`src/rtl/bcd_field_overlay_pkg.sv`:
```
// Shared types and constants for the BCD field text overlay.
// Holds glyph geometry, colours, font ROM address layout and pipeline bundle.
package bcd_field_overlay_pkg;

    localparam int GLYPH_W     = 8;
    localparam int GLYPH_H     = 16;

    localparam int MAX_FIELDS  = 8;
    localparam int MAX_DIGITS  = 4;
    localparam int FIELD_IDX_W = 3;
    localparam int DIGIT_IDX_W = 2;

    localparam int ROM_CODE_W  = 4;
    localparam int ROM_ROW_W   = 4;
    localparam int ROM_ADDR_W  = ROM_CODE_W + ROM_ROW_W;

    localparam logic [11:0] COLOR_BLACK = 12'h000;
    localparam logic [11:0] COLOR_WHITE = 12'hFFF;
    localparam logic [11:0] COLOR_RED   = 12'hF00;

    // Per-pixel bundle carried from the decode stage to the output stage.
    typedef struct packed {
        logic                   hit;
        logic [FIELD_IDX_W-1:0] field;
        logic [ROM_CODE_W-1:0]  code;
        logic [2:0]             col;
        logic                   vid;
        logic                   prog;
        logic [3:0]             cursor;
    } pix_t;

    function automatic logic [ROM_ADDR_W-1:0] rom_addr_pack(
        input logic [ROM_CODE_W-1:0] code,
        input logic [ROM_ROW_W-1:0]  row
    );
        return {code, row};
    endfunction

    function automatic logic bcd_valid(input logic [ROM_CODE_W-1:0] code);
        return code <= 4'd9;
    endfunction

endpackage

```
`src/rtl/bcd_field_overlay_hit.sv`:
```
// Combinational screen-position decoder for the BCD field overlay.
// Ports: pixel_x_i/pixel_y_i in; hit_o, field_o, digit_o, glyph_row_o, glyph_col_o out.
module bcd_field_overlay_hit
    import bcd_field_overlay_pkg::*;
#(
    parameter int NUM_FIELDS  = 3,
    parameter int DIGITS      = 2,
    parameter int X0          = 272,
    parameter int Y0          = 127,
    parameter int FIELD_PITCH = 48,
    parameter int SCALE_LOG2  = 1
) (
    input  logic [9:0]             pixel_x_i,
    input  logic [9:0]             pixel_y_i,
    output logic                   hit_o,
    output logic [FIELD_IDX_W-1:0] field_o,
    output logic [DIGIT_IDX_W-1:0] digit_o,
    output logic [ROM_ROW_W-1:0]   glyph_row_o,
    output logic [2:0]             glyph_col_o
);

    localparam int CELL_W = GLYPH_W << SCALE_LOG2;
    localparam int CELL_H = GLYPH_H << SCALE_LOG2;
    localparam int SPAN_W = DIGITS * CELL_W;

    // 12-bit differences: bit 11 set means the pixel lies left of / above origin.
    logic [11:0] dx;
    logic [11:0] dy;
    logic [11:0] off;
    logic        row_ok;

    always_comb begin
        hit_o       = 1'b0;
        field_o     = '0;
        digit_o     = '0;
        glyph_row_o = '0;
        glyph_col_o = '0;
        off         = '0;
        dx          = {2'b00, pixel_x_i} - 12'(X0);
        dy          = {2'b00, pixel_y_i} - 12'(Y0);
        row_ok      = !dy[11] && (dy < 12'(CELL_H));
        if (row_ok && !dx[11]) begin
            for (int f = 0; f < NUM_FIELDS; f++) begin
                if (dx >= 12'(f * FIELD_PITCH) &&
                    dx <  12'(f * FIELD_PITCH + SPAN_W)) begin
                    hit_o   = 1'b1;
                    field_o = FIELD_IDX_W'(f);
                    off     = dx - 12'(f * FIELD_PITCH);
                end
            end
        end
        if (hit_o) begin
            digit_o     = DIGIT_IDX_W'(off >> (3 + SCALE_LOG2));
            glyph_col_o = 3'(off >> SCALE_LOG2);
            glyph_row_o = ROM_ROW_W'(dy >> SCALE_LOG2);
        end
    end

endmodule

```
`src/rtl/bcd_field_overlay.sv`:
```
// VGA text overlay drawing NUM_FIELDS groups of BCD digits with scaling and cursor blink.
// Ports: clk, reset, video_on, pixel_x/y, frame_tick, digits, prog_on, cursor,
//        rom_addr/rom_data (sync font ROM), rgb_text, text_on. Latency 3 clk.
module bcd_field_overlay
    import bcd_field_overlay_pkg::*;
#(
    parameter int          NUM_FIELDS  = 3,
    parameter int          DIGITS      = 2,
    parameter int          X0          = 272,
    parameter int          Y0          = 127,
    parameter int          FIELD_PITCH = 48,
    parameter int          SCALE_LOG2  = 1,
    parameter int          CURSOR_BASE = 3,
    parameter int          BLINK_LOG2  = 4,
    parameter logic [11:0] FG_COLOR    = COLOR_WHITE,
    parameter logic [11:0] CUR_COLOR   = COLOR_RED
) (
    input  logic                           clk,
    input  logic                           reset,
    input  logic                           video_on,
    input  logic [9:0]                     pixel_x,
    input  logic [9:0]                     pixel_y,
    input  logic                           frame_tick,
    input  logic [NUM_FIELDS*DIGITS*4-1:0] digits,
    input  logic                           prog_on,
    input  logic [3:0]                     cursor,
    output logic [ROM_ADDR_W-1:0]          rom_addr,
    input  logic [7:0]                     rom_data,
    output logic [11:0]                    rgb_text,
    output logic                           text_on
);

    localparam int NUM_DIGITS = NUM_FIELDS * DIGITS;
    localparam int BLINK_W    = BLINK_LOG2 + 1;

    logic [NUM_DIGITS*4-1:0] shadow_q, shadow_d;
    logic [BLINK_W-1:0]      blink_q, blink_d;

    logic                   hit;
    logic [FIELD_IDX_W-1:0] hit_field;
    logic [DIGIT_IDX_W-1:0] hit_digit;
    logic [ROM_ROW_W-1:0]   hit_row;
    logic [2:0]             hit_col;
    logic [ROM_CODE_W-1:0]  sel_code;

    pix_t                 s0_d, s0_q, s1_q;
    logic [ROM_ROW_W-1:0] s0_row_q;

    logic        pix_bit;
    logic        lit;
    logic        cur_sel;
    logic [11:0] rgb_d, rgb_q;
    logic        on_d, on_q;

    bcd_field_overlay_hit #(
        .NUM_FIELDS  (NUM_FIELDS),
        .DIGITS      (DIGITS),
        .X0          (X0),
        .Y0          (Y0),
        .FIELD_PITCH (FIELD_PITCH),
        .SCALE_LOG2  (SCALE_LOG2)
    ) u_hit (
        .pixel_x_i   (pixel_x),
        .pixel_y_i   (pixel_y),
        .hit_o       (hit),
        .field_o     (hit_field),
        .digit_o     (hit_digit),
        .glyph_row_o (hit_row),
        .glyph_col_o (hit_col)
    );

    // Digits are only sampled at frame boundaries so a frame never tears.
    always_comb begin
        shadow_d = shadow_q;
        blink_d  = blink_q;
        if (frame_tick) begin
            shadow_d = digits;
            blink_d  = blink_q + BLINK_W'(1);
        end
    end

    // Field 0 digit 0 sits in the MSBs of the shadow word.
    always_comb begin
        sel_code = '0;
        for (int i = 0; i < NUM_DIGITS; i++) begin
            if (hit && (int'(hit_field) * DIGITS + int'(hit_digit) == i))
                sel_code = shadow_q[(NUM_DIGITS-1-i)*4 +: 4];
        end
    end

    always_comb begin
        s0_d        = '0;
        s0_d.hit    = hit;
        s0_d.field  = hit_field;
        s0_d.code   = sel_code;
        s0_d.col    = hit_col;
        s0_d.vid    = video_on;
        s0_d.prog   = prog_on;
        s0_d.cursor = cursor;
    end

    assign rom_addr = rom_addr_pack(s0_q.code, s0_row_q);

    // Blink MSB set: highlighted field disappears for that half-period.
    always_comb begin
        pix_bit = rom_data[3'd7 - s1_q.col];
        lit     = s1_q.hit & s1_q.vid & pix_bit & bcd_valid(s1_q.code);
        cur_sel = s1_q.prog &&
                  (int'(s1_q.cursor) == CURSOR_BASE + int'(s1_q.field));
        rgb_d   = COLOR_BLACK;
        on_d    = 1'b0;
        if (lit) begin
            if (!cur_sel) begin
                rgb_d = FG_COLOR;
                on_d  = 1'b1;
            end else if (!blink_q[BLINK_W-1]) begin
                rgb_d = CUR_COLOR;
                on_d  = 1'b1;
            end
        end
    end

    always_ff @(posedge clk) begin
        if (reset) begin
            shadow_q <= '0;
            blink_q  <= '0;
            s0_q     <= '0;
            s0_row_q <= '0;
            s1_q     <= '0;
            rgb_q    <= COLOR_BLACK;
            on_q     <= 1'b0;
        end else begin
            shadow_q <= shadow_d;
            blink_q  <= blink_d;
            s0_q     <= s0_d;
            s0_row_q <= hit_row;
            s1_q     <= s0_q;
            rgb_q    <= rgb_d;
            on_q     <= on_d;
        end
    end

    assign rgb_text = rgb_q;
    assign text_on  = on_q;

endmodule

```
`config.mk`:
```
export PLATFORM = sky130hd
export DESIGN_NAME = bcd_field_overlay
export DESIGN_NICKNAME = d
export VERILOG_FILES = /design/src/rtl/bcd_field_overlay_pkg.sv /design/src/rtl/bcd_field_overlay_hit.sv /design/src/rtl/bcd_field_overlay.sv
export SDC_FILE = /design/constraint.sdc
export NUM_CORES = 1
export LEC_CHECK = 0
export CAP_MARGIN = 20
export CORE_UTILIZATION = 48
export CTS_CLUSTER_DIAMETER = 40
export DETAILED_ROUTE_END_ITERATION = 10
export PLACE_DENSITY_LB_ADDON = 0.2
export SYNTH_ARGS = -nofsm -noshare
export SYNTH_HDL_FRONTEND = slang
export SYNTH_SLANG_ARGS = --single-unit
```
`constraint.sdc`:
```
create_clock -name clk -period 4.3 [get_ports clk]
set_input_delay 0.645 -clock clk [delete_from_list [all_inputs] [get_ports clk]]
set_output_delay 0.645 -clock clk [all_outputs]
set_load 0.05 [all_outputs]
```
==> qor.yml, run 1 <==
die_h_um: 81.00
num_rows: 28
first_pass_iters: 4
cp.required_ps: 4550
hp-start: "s0_q[6]"
placedCellCount: 436
drv_cap: 0
clkSinkCount: 66
clk_latency_ps: 330
irDropWorstVdd_uv: 226.5
ys_types: 49
synthXorXnorAreaFrac: 0.04135
post-dp-hpwl_um: 4066
synthArstFlopShare: 0
grt_setup_unrepaired: "no"
synth.area.mux_share: 0.1291
area_growth_pct: 32.92
yosys_most_used_dff: "dfxtp_1"
ys_ff_latch: 66
skew_ps: 6.512
yosys.area_share.simple: 0.1896
vias_per_cell: 5.011
cts_tree: "built"
hold_slack_ps: 433.5
tns_ps: 0
r2r-start: "s1_q[13]"
drcViolationCount: 0
ctsRootBufferMaster: "clkbuf_8"
ctsLongestPathBuffers: 2
antenna_found_initial: 0
fin_cells: 452
clk_pin_slew_worst_paths_ps: 70
start_util: 0.5029
synth_compound_gate_area_share: 0.09482
avgRoutedWirePerCell_um: 12.48
start_kind: "input pin"
max_freq_mhz: 267.3
p_leak_uw: 0.001569
ctsResizeCount: 0
cp_data_arrival_time_ps: 4000
finalHoldViolations: 0
post_cts_buffers: 0
synth_edf_count: 0
p_per_area_nw_per_um2: 356.5
die_w_um: 81.00
multi_input_area_sq_um: 1450
synth_nets: 374
layout_commonest_cell: "clkdlybuf4s50_1"
finalNetCount: 440
fillerInstances: 506
gp_congestion: 0.8997
drtIter0Drc: 70
final_cell_mix: "79 x clkdlybuf4s50_1, 66 x dfxtp_1, 37 x nor2_1, 33 x mux2i_1, 22 x nor2b_1"
grt_use_total: 0.1872
fin_crit_sh: 0.8701
period_needed_ps: 3741
synth-adder-area-share: 0.02924
vias: 2265
yosys-top-cells-area: "dfxtp_1 44%, mux2i_1 11%, nor2_1 4.6%"
cts_htree_levels: 3
grt_pass1_wl_um: 9259
status: "finished, final reports clean"
synth_area_sq_um: 2995
gr-total-overflow: 0
ant_nets: 0
maxSlewViolCount: 0
end_kind: "flip-flop"
ys_warn_count: 0
fin_ws_ps: 558.6
synth_area_per_cell_sq_um: 9.789
total_power_uw: 1419
diodes: 0
startpoint: "pixel_x[5]"
drt_wl_total_um: 5639
grt_pass1_vias: 2037
path_max_fanout: 5
maxSlewHeadroom: 0.3458
seq_area_sq_um: 1321
coreArea_sq_um: 5956
grt_start_max_net_pins: 54
yosys.area.top_type_share: 0.4411
tightestPinTransition_ps: 978.3
dieArea_sq_um: 6560
yosysSeqAreaShare: 0.4411
synth_cells: 306
pre_cts_ws_ps: 212.4
worstSetupPathType: "input pin to flip-flop"
cts-buffers-inserted: 9
worstHoldPathType: "flip-flop to flip-flop"
io_pins: 82
drive_above_1_share: 0.08223
synth_top_family_by_area: "simple AND/OR/NAND/NOR gates"
setup_viol: 0
synth_area_leader_cell: "dfxtp_1"
numPortBuffers: 80
cts_hold_buf: 0
final timing paths:
kind	to	slack (ps)	cells after the start
worst max-delay path	rom_addr[5]	560	10
worst max register to register	rgb_text[10]	2840	6
worst min register to register	s1_q[6]	430	1
worst min-delay path	s1_q[6]	430	1
synthesized netlist by cell type, types with 2 or more instances:
cell / number
xnor2_1: 6
dfxtp_1: 66
clkbuf_1: 8
mux4_2: 2
mux2i_1: 33
nor2b_1: 22
nand4_1: 4
inv_1: 10
nand2_1: 20
nand3_1: 4
o211ai_1: 8
o221ai_1: 4
a21boi_0: 4
nor4_1: 4
and2_1: 5
nor2_1: 37
a21oi_1: 6
ha_1: 7
buf_4: 16
nor3_1: 2
buf_2: 2
buf_1: 3
xor2_1: 5
nand3b_1: 3
per-layer routing:
| metal | vias to the layer above | track usage | routed length (um) |
|---|---|---|---|
| met1 | 1038 | 0.2211 | 2524 |
| met5 | - | 0 | 0 |
| met3 | 9 | 0.05730 | 218 |
| met4 | 0 | 0.07143 | 64 |
| met2 | 50 | 0.3168 | 2832 |
| li1 | 1168 | - | - |
critical path, cell delays in order:
cell and delay, ps:
clkdlybuf4s50_1 480, inv_1 110, ha_1 160, or3b_1 370, or4b_4 560, a31o_1 240, or4_1 550, ha_1 380
nand3b_1 270, o221ai_1 230
stage by stage:
step | instance area [sq um] | util
after floorplan | 2995 | -
after global placement | 3740 | 0.6279
after detailed placement | 3740 | 0.6279
after CTS | 3981 | 0.6685
after global routing | 3981 | 0.6685
final | 3981 | 0.6685
where the power goes:
group	total [uW]	switching, uW	internal (uW)
registers	643	11.1	632
logic	155	64.3	90.7
clock network	622	237	385
total	1420	312	1110
flip-flops by register name (all words and copies together), names as in the netlist:
register	flops
rom_addr	4
s0_row_q	4
blink_q	5
rgb_text	2
shadow_q	24
s0_q	12
s1_q	15
cell type report:
class,count,share of cell area
Clock buffer,9,0.03111
Inverter,11,0.01037
Multi-Input combinational cell,199,0.3642
Tap cell,75,0.02357
Sequential cell,66,0.3319
Clock inverter,7,0.02954
Timing Repair Buffer,85,0.2093
cells by family after synthesis:
| family | count (synthesis) |
|---|---|
| compound gates | 35 |
| xor+xnor | 12 |
| fa+ha+maj | 7 |
| buf+inv | 41 |
| flops | 66 |
| mux | 36 |
| simple gates | 109 |
No activity file was read; power rests on OpenSTA's default activity.
==> run 2, diff against run 1 <==
- CORE_ASPECT_RATIO: not set -> 1.5
- CORE_UTILIZATION: 48 -> 50
- CTS_BUF_LIST: not set -> sky130_fd_sc_hd__clkbuf_2 sky130_fd_sc_hd__clkbuf_4 sky130_fd_sc_hd__clkbuf_8
==> run 2 against run 1 <==
Highest routed layer unchanged. Non-clock buffer count unchanged. Routed wire length increased by 2.6%. First-iteration DRC count increased by 17%. Die area decreased by 3.8%. Via count increased by 2.2%. Count of clock-buffer cells in the layout increased by 4. Flip-flop and latch count unchanged. Critical endpoint is now rom_addr[6]. Critical path depth increased by 2. Total power decreased by 6.4%. Core utilization increased by 1.3 points. Global-route usage increased by 1.5 points.
==> qor.yml, run 2 (synthesis results as in run 1) <==
status: "finished, final reports clean"
finalHoldViolations: 0
avgRoutedWirePerCell_um: 12.91
grt_start_max_net_pins: 54
startpoint: "pixel_x[5]"
end_kind: "flip-flop"
r2r-start: "s1_q[6]"
period_needed_ps: 3753
p_leak_uw: 0.001554
maxSlewHeadroom: 0.6313
fin_cells: 448
dieArea_sq_um: 6311
layout_commonest_cell: "clkdlybuf4s50_1"
grt_pass1_wl_um: 9791
num_rows: 34
clk_pin_slew_worst_paths_ps: 60
ctsLongestPathBuffers: 2
combPwrFrac: 0.117
grt_pass1_vias: 2279
grt_setup_unrepaired: "no"
antenna_found_initial: 0
drive_above_1_share: 0.07979
ant_nets: 0
cts_hold_buf: 0
numPortBuffers: 80
largestRegisters: "shadow_q x24, s1_q x15, s0_q x12"
endpoint: "rom_addr[6]"
p_per_area_nw_per_um2: 336.8
post_cts_buffers: 0
placedCellCount: 433
fin_crit_sh: 0.8728
tightestPinTransition_ps: 551.3
max_freq_mhz: 266.5
clkSinkCount: 66
die_w_um: 65.20
worstHoldPathType: "flip-flop to flip-flop"
internal_power_uw: 1040
grt_use_total: 0.2018
drtIter0Drc: 82
final_area_sq_um: 3944
fin_ws_ps: 547.1
regToRegSetupSlack_ps: 2850
tns_ps: 0
gp_congestion: 0.7402
cp_data_arrival_time_ps: 4000
die_h_um: 96.80
p_clk_frac: 0.399
place_area_sq_um: 3736
area_growth_pct: 31.66
pre_cts_ws_ps: 180.5
worstSetupPathType: "input pin to flip-flop"
regMostFlops: "shadow_q"
ctsResizeCount: 0
finalNetCount: 440
switchingPower_uw: 287.9
maxSlewViolCount: 0
postLayoutCoreUtil: 0.6817
start_util: 0.5177
setup_viol: 0
diodes: 0
cp.required_ps: 4550
cts_htree_levels: 3
clk_latency_ps: 330
r2r_cells: 4
post-dp-hpwl_um: 4380
vias_per_cell: 5.165
start_kind: "input pin"
gr-total-overflow: 0
path_max_fanout: 5
switching_share: 0.2167
coreArea_sq_um: 5786
r2r-end: "rgb_text[7]"
skew_ps: 3.471
final_cell_mix: "79 x clkdlybuf4s50_1, 66 x dfxtp_1, 37 x nor2_1, 33 x mux2i_1, 22 x nor2b_1"
cts-buffers-inserted: 9
drt_wl_total_um: 5784
drcViolationCount: 0
cts_tree: "built"
ctsRootBufferMaster: "clkbuf_8"
fillerInstances: 468
drv_cap: 0
irDropWorstVdd_uv: 190.4
p_seq_frac: 0.484
largest_register_ffs: 24
vias: 2314
first_pass_iters: 6
io_pins: 82
-- run 2: worst max-delay path, cell delays in order --
cell             delay, ps
clkdlybuf4s50_1        490
inv_1                  120
ha_1                   170
or3b_1                 370
or4b_4                 570
a31o_1                 240
a21o_1                 180
nor2_1                 110
ha_1                   280
nor4_4                 400
nand3b_1               220
o221ai_1               220
-- run 2: power by group through the flow --
| stage | Clock, uW | Combinational (uW) | Sequential (uW) |
|---|---|---|---|
| finish | 529 | 156 | 643 |
| global route | 572 | 170 | 645 |
| CTS | 541 | 157 | 643 |
| detailed placement | 0 | 156 | 657 |
| global placement | 0 | 153 | 656 |
| floorplan | 0 | 85.5 | 654 |
-- run 2: how the worst min path moves through the flow --
| stage | start | end | slack (ps) | cells past startpoint |
|---|---|---|---|---|
| 3_5_place_dp | s0_q[16] | s1_q[16] | 420 | 1 |
| 3_3_place_gp | s0_q[7] | s1_q[7] | 420 | 1 |
| 6_report | s0_q[7] | s1_q[7] | 440 | 1 |
| 2_1_floorplan | s0_q[0] | s1_q[0] | 410 | 1 |
| 4_1_cts | s0_q[16] | s1_q[16] | 440 | 1 |
| 5_1_grt | s0_q[7] | s1_q[7] | 450 | 1 |
-- run 2: cell type report --
type / count / area, sq um / area share
multi-input combinational: 199 / 1450 / 0.3677
sequential: 66 / 1321 / 0.3350
timing repair buffer: 85 / 833.3 / 0.2113
clock buffer: 13 / 172.7 / 0.04378
tap: 72 / 90.09 / 0.02284
inverter: 11 / 41.29 / 0.01047
clock inverter: 2 / 35.03 / 0.008883
-- run 2: metrics by stage --
step	hold slack [ps]	power, uW
2_1_floorplan	413.8	739.1
3_3_place_gp	418.1	808.5
3_5_place_dp	424.7	813.0
4_1_cts	440.7	1341
5_1_grt	452.7	1388
6_report	441.0	1328
-- run 2: layer usage --
metal  track usage  up-vias  wire length [um]
met5             0        -                 0
met4       0.09866        0               140
met3       0.06486       12               248
met2        0.3473       54              3066
met1        0.2144     1081              2329
li1              -     1167                 -
